`src/rtl/game2048_pkg.sv`:
```
// Shared types for the 2048 game input path.
// Move FSM states, move directions and the press priority helper.
package game2048_pkg;

    typedef enum logic [1:0] {
        IDLE         = 2'd0,
        ISSUE        = 2'd1,
        WAIT_RELEASE = 2'd2
    } move_fsm_t;

    typedef enum logic [1:0] {
        UP    = 2'd0,
        DOWN  = 2'd1,
        LEFT  = 2'd2,
        RIGHT = 2'd3
    } move_dir_t;

    // lv bit order: {right, left, down, up}; up wins over everything
    function automatic move_dir_t pick_dir(input logic [3:0] lv);
        if (lv[0])
            return UP;
        else if (lv[1])
            return DOWN;
        else if (lv[2])
            return LEFT;
        return RIGHT;
    endfunction

endpackage

```
`src/rtl/btn_debounce.sv`:
```
// Single-button debouncer; MOVE_INPUT_SYNC_EN adds a two-flop
// synchronizer ahead of the debounce counter.
module btn_debounce #(
    parameter int DEBOUNCE_CYCLES = 500000,
    localparam int CNT_W = $clog2(DEBOUNCE_CYCLES)
) (
    input  logic clk,
    input  logic reset,
    input  logic btn,
    output logic level
);

    logic             sample;
    logic [CNT_W-1:0] cnt;

`ifdef MOVE_INPUT_SYNC_EN
    logic [1:0] sync;

    always_ff @(posedge clk or posedge reset) begin
        if (reset)
            sync <= '0;
        else
            sync <= {sync[0], btn};
    end

    assign sample = sync[1];
`else
    assign sample = btn;
`endif

    // Any sample agreeing with the stable level restarts the count
    always_ff @(posedge clk or posedge reset) begin
        if (reset) begin
            cnt   <= '0;
            level <= 1'b0;
        end else if (sample == level) begin
            cnt <= '0;
        end else if (cnt == CNT_W'(DEBOUNCE_CYCLES - 1)) begin
            cnt   <= '0;
            level <= sample;
        end else begin
            cnt <= cnt + CNT_W'(1);
        end
    end

endmodule

```
`src/rtl/move_input_ctrl.sv`:
```
// Pushbutton to one-shot move pulse controller for game2048.
// Optional MOVE_INPUT_SYNC_EN enables input synchronizers.
module move_input_ctrl #(
    parameter int DEBOUNCE_CYCLES = 500000
) (
    input  logic clk,
    input  logic reset,
    input  logic btn_up,
    input  logic btn_down,
    input  logic btn_left,
    input  logic btn_right,
    output logic move_up,
    output logic move_down,
    output logic move_left,
    output logic move_right,
    output logic key_active
);

    import game2048_pkg::*;

    logic [3:0] btn_raw;
    logic [3:0] level;
    move_fsm_t  state;
    move_dir_t  dir;

    assign btn_raw = {btn_right, btn_left, btn_down, btn_up};

    for (genvar i = 0; i < 4; i++) begin : g_db
        btn_debounce #(
            .DEBOUNCE_CYCLES(DEBOUNCE_CYCLES)
        ) u_db (
            .clk  (clk),
            .reset(reset),
            .btn  (btn_raw[i]),
            .level(level[i])
        );
    end

    always_ff @(posedge clk or posedge reset) begin
        if (reset) begin
            state <= IDLE;
            dir   <= UP;
        end else begin
            unique case (state)
                IDLE: begin
                    if (|level) begin
                        state <= ISSUE;
                        dir   <= pick_dir(level);
                    end
                end
                ISSUE:
                    state <= WAIT_RELEASE;
                WAIT_RELEASE: begin
                    if (~|level)
                        state <= IDLE;
                end
                default:
                    state <= IDLE;
            endcase
        end
    end

    // Outputs are flops so nothing reaches them combinationally
    always_ff @(posedge clk or posedge reset) begin
        if (reset) begin
            move_up    <= 1'b0;
            move_down  <= 1'b0;
            move_left  <= 1'b0;
            move_right <= 1'b0;
            key_active <= 1'b0;
        end else begin
            move_up    <= (state == ISSUE) && (dir == UP);
            move_down  <= (state == ISSUE) && (dir == DOWN);
            move_left  <= (state == ISSUE) && (dir == LEFT);
            move_right <= (state == ISSUE) && (dir == RIGHT);
            key_active <= (state != IDLE);
        end
    end

endmodule

```
`config.mk`:
```
export PLATFORM = sky130hd
export DESIGN_NAME = move_input_ctrl
export DESIGN_NICKNAME = d
export VERILOG_FILES = /design/src/rtl/game2048_pkg.sv /design/src/rtl/btn_debounce.sv /design/src/rtl/move_input_ctrl.sv
export SDC_FILE = /design/constraint.sdc
export NUM_CORES = 1
export LEC_CHECK = 0
export CORE_MARGIN = 2
export CORE_UTILIZATION = 55
export DETAILED_ROUTE_END_ITERATION = 8
export PLACE_DENSITY_LB_ADDON = 0.2
export SLEW_MARGIN = 20
export SYNTH_ARGS = -nofsm -noshare
export SYNTH_HDL_FRONTEND = slang
export SYNTH_SLANG_ARGS = --single-unit
```
`constraint.sdc`:
```
create_clock -name clk -period 2.5 [get_ports clk]
set_clock_uncertainty 0.15 [all_clocks]
set_input_delay 0.25 -clock clk [delete_from_list [all_inputs] [get_ports clk]]
set_output_delay 0.25 -clock clk [all_outputs]
set_load 0.02 [all_outputs]
```
==> out/summary.txt <==
Worst EP arrival = 2.40 ns
Worst r2r src = g_db[3].u_db.cnt[6]$_DFF_PP0_
Post_cts resized = 0
Slew Limit Headroom = 67.20%
Final core occ = 62.29%
Initial antenna violation count = 0
Slowest CP cell = or4_4
RSZ-0062 raised after global routing = no
Fin. Hold Viols = 0
I/O pins = 11
Reg2Reg Setup Slack = 0.17 ns
Post-CTS setup buffer count = 0
Root Buffer = clkbuf_8
Most frequent cells in the layout = dfrtp_1, nor2_1, xor2_1
Ys flop type = dfrtp_1
Share of cells above drive strength 1 = 8.969%
Post-synthesis register bit count = 89
Final number of max-transition violations = 0
EDFF count, synth = 0
CTS tree = built
Synth warnings = 0
DIE AREA = 8609 um2
Worst-path clk slew = 0.10 ns
Max-capacitance violation count = 0
Measured slew at the worst slew-check pin = 0.4901 ns
H-tree depth = 3
Num CTS Buffers = 9
Via count = 3077
Final setup viols = 0
Sequential area share after synthesis = 51.37%
Final setup TNS = 0 ns
Top-area cell type share of the netlist area = 51.37%
Global route overflow = 0
Die H = 92.79 um
WL/cell = 13.84 um
Fill cells = 669
Vias in the first global route = 3051
Initial core utilization = 56.40%
Worst EP required = 2.57 ns
Met2 routed WL = 3.561 mm
Tightest Hold Check Type = input pin to asynchronous set/reset pin
Site row count = 32
Gpl congestion = 0.8592
Worst-Skew Late Latency = 0.36 ns
Ranking of synthesized cells by area = dfrtp_1, nor2_1, xor2_1, xnor2_1, nand4_1
First-pass GRT wire length = 14.03 mm
Synth area leader = dfrtp_1
Iteration-0 DRC Markers = 122
Crit path largest cell delay = 0.54 ns
Die width = 92.79 um
NumNets Final = 451
Syn Inst Count = 426
Vias per cell = 5.615
Post-route DRC = 0
Mapped Area = 4335 um2
Crit Path Max Fanout = 18
Crit path kind = register to register
Final Cycle Share = 93.06%
CTS Buffer Depth = 2
Peak supply drop = 430.2 uV
Largest net degree at the start of global routing = 51
Top layer in use = met4
Leak Pwr = 1.922 nW
Setup crit end kind = register
Final HPWL DP = 5.212 mm
Netlist cell types = 45
Met1 WL = 3.682 mm
Fmax = 429.8 MHz
Clock Sinks = 89
Hold buffer count at CTS = 0
Worst-case reg-to-reg path depth = 4
Tot GR Track Use = 20.14%
Met3 WL = 261 um
Status = finished clean
DRT Wirelength = 7.583 mm
Area Growth Syn to Fin = 10.45%
Detail Route Antenna Nets = 0
Worst R2R End = g_db[3].u_db.cnt[3]$_DFF_PP0_
ANT cells = 0
Most common cell after layout, fill and taps aside = dfrtp_1
Asr flop ratio synth = 100.0%
Pwr dens = 557.5 nW/um2
Core Box Area = 7687 um2
# port buffers = 10
Cells along the critical path = or4b_1 -> or4_4 -> o21ai_4 -> nor2_1
Syn nets = 436
Synthesized area per cell = 10.18 um2
Crit path launch type = register
Final min period = 2.326 ns
First-pass DRT Iterations = 4
## synth_stat cells, types with 8 or more instances
library cell   n
o21ai_0       12
inv_1         13
or4_1         13
nand2_1       23
nand3_1       20
nor2_1        64
nor3_1         8
xor2_1        27
dfrtp_1       89
a21oi_1       23
nand4_1       22
o31ai_1       10
xnor2_1       23
or3_1         12
## worst max-delay path, delay by kind of cell, from the launching register on
kind,cells,cell delay [ns]
AOI/OAI and AO/OA,1,0.42
DFF,1,0.44
and+or+nand+nor,3,1.18
## routing by layer
layer / vias to the layer above / global-route usage (%)
met5: - / 0
met4: 0 / 5.760
met3: 8 / 5.696
met2: 43 / 32.31
met1: 1477 / 26.86
li1: 1549 / -
## metrics by stage
stage                     total power [W]  hold slack (ns)  instances  instance area (um2)  setup WS, ns
after floorplan                  0.001567           0.2516        426                 4339        0.3503
after global placement           0.001603           0.3217        532                 4563        0.2547
after detailed placement         0.001607           0.3345        532                 4563        0.1913
after CTS                        0.002711          0.03895        548                 4788        0.1695
after global routing             0.002784          0.04449        548                 4788       0.07853
final                            0.002669          0.04677        548                 4788        0.1735
## cell families (layout without fill, tap and decap cells)
group / count (synthesis) / in the layout / synth area share (%)
and+or+nand+nor: 204 / 204 / 25.97
DFF: 89 / 89 / 51.37
AOI/OAI and AO/OA: 51 / 51 / 7.619
xor gates and xnor gates: 50 / 50 / 10.10
buffers and inverters: 23 / 43 / 2.482
muxes: 5 / 5 / 1.299
adders and majority gates: 4 / 4 / 1.154
## sequential cells by signal, summed over array words and instances (netlist names)
signal           cells
g_db.u_db.cnt       76
g_db.u_db.level      4
dir                  2
state                2
key_active           1
move_down            1
move_left            1
move_right           1
move_up              1
## how the worst max path moves through the flow
stage	from	end	slack, ns	cells past startpoint
global placement	g_db[3].u_db.cnt[6]$_DFF_PP0_	g_db[3].u_db.cnt[13]$_DFF_PP0_	0.25	4
floorplan	g_db[2].u_db.cnt[11]$_DFF_PP0_	g_db[2].u_db.cnt[7]$_DFF_PP0_	0.35	5
global route	g_db[2].u_db.cnt[14]$_DFF_PP0_	g_db[2].u_db.cnt[11]$_DFF_PP0_	0.08	4
CTS	g_db[3].u_db.cnt[6]$_DFF_PP0_	g_db[3].u_db.cnt[11]$_DFF_PP0_	0.17	4
detailed placement	g_db[2].u_db.cnt[11]$_DFF_PP0_	g_db[2].u_db.cnt[8]$_DFF_PP0_	0.19	4
finish	g_db[3].u_db.cnt[6]$_DFF_PP0_	g_db[3].u_db.cnt[3]$_DFF_PP0_	0.17	4
## power by group
| group | internal [W] | total [W] | switching [W] |
|---|---|---|---|
| registers | 0.00145 | 0.00147 | 0.0000162 |
| clock network | 0.000571 | 0.00109 | 0.000524 |
| logic | 0.0000355 | 0.000104 | 0.0000688 |
## area by class of cell
cell class	count	area [um2]	share of cell area, %
Tap cell	102	127.6	2.665
Multi-Input combinational cell	314	2001	41.78
Clock buffer	9	123.9	2.587
Inverter	13	52.55	1.097
Sequential cell	89	2227	46.51
Timing Repair Buffer	14	155.1	3.240
Clock inverter	7	101.3	2.117
No activity file was read; power rests on OpenSTA's default activity.
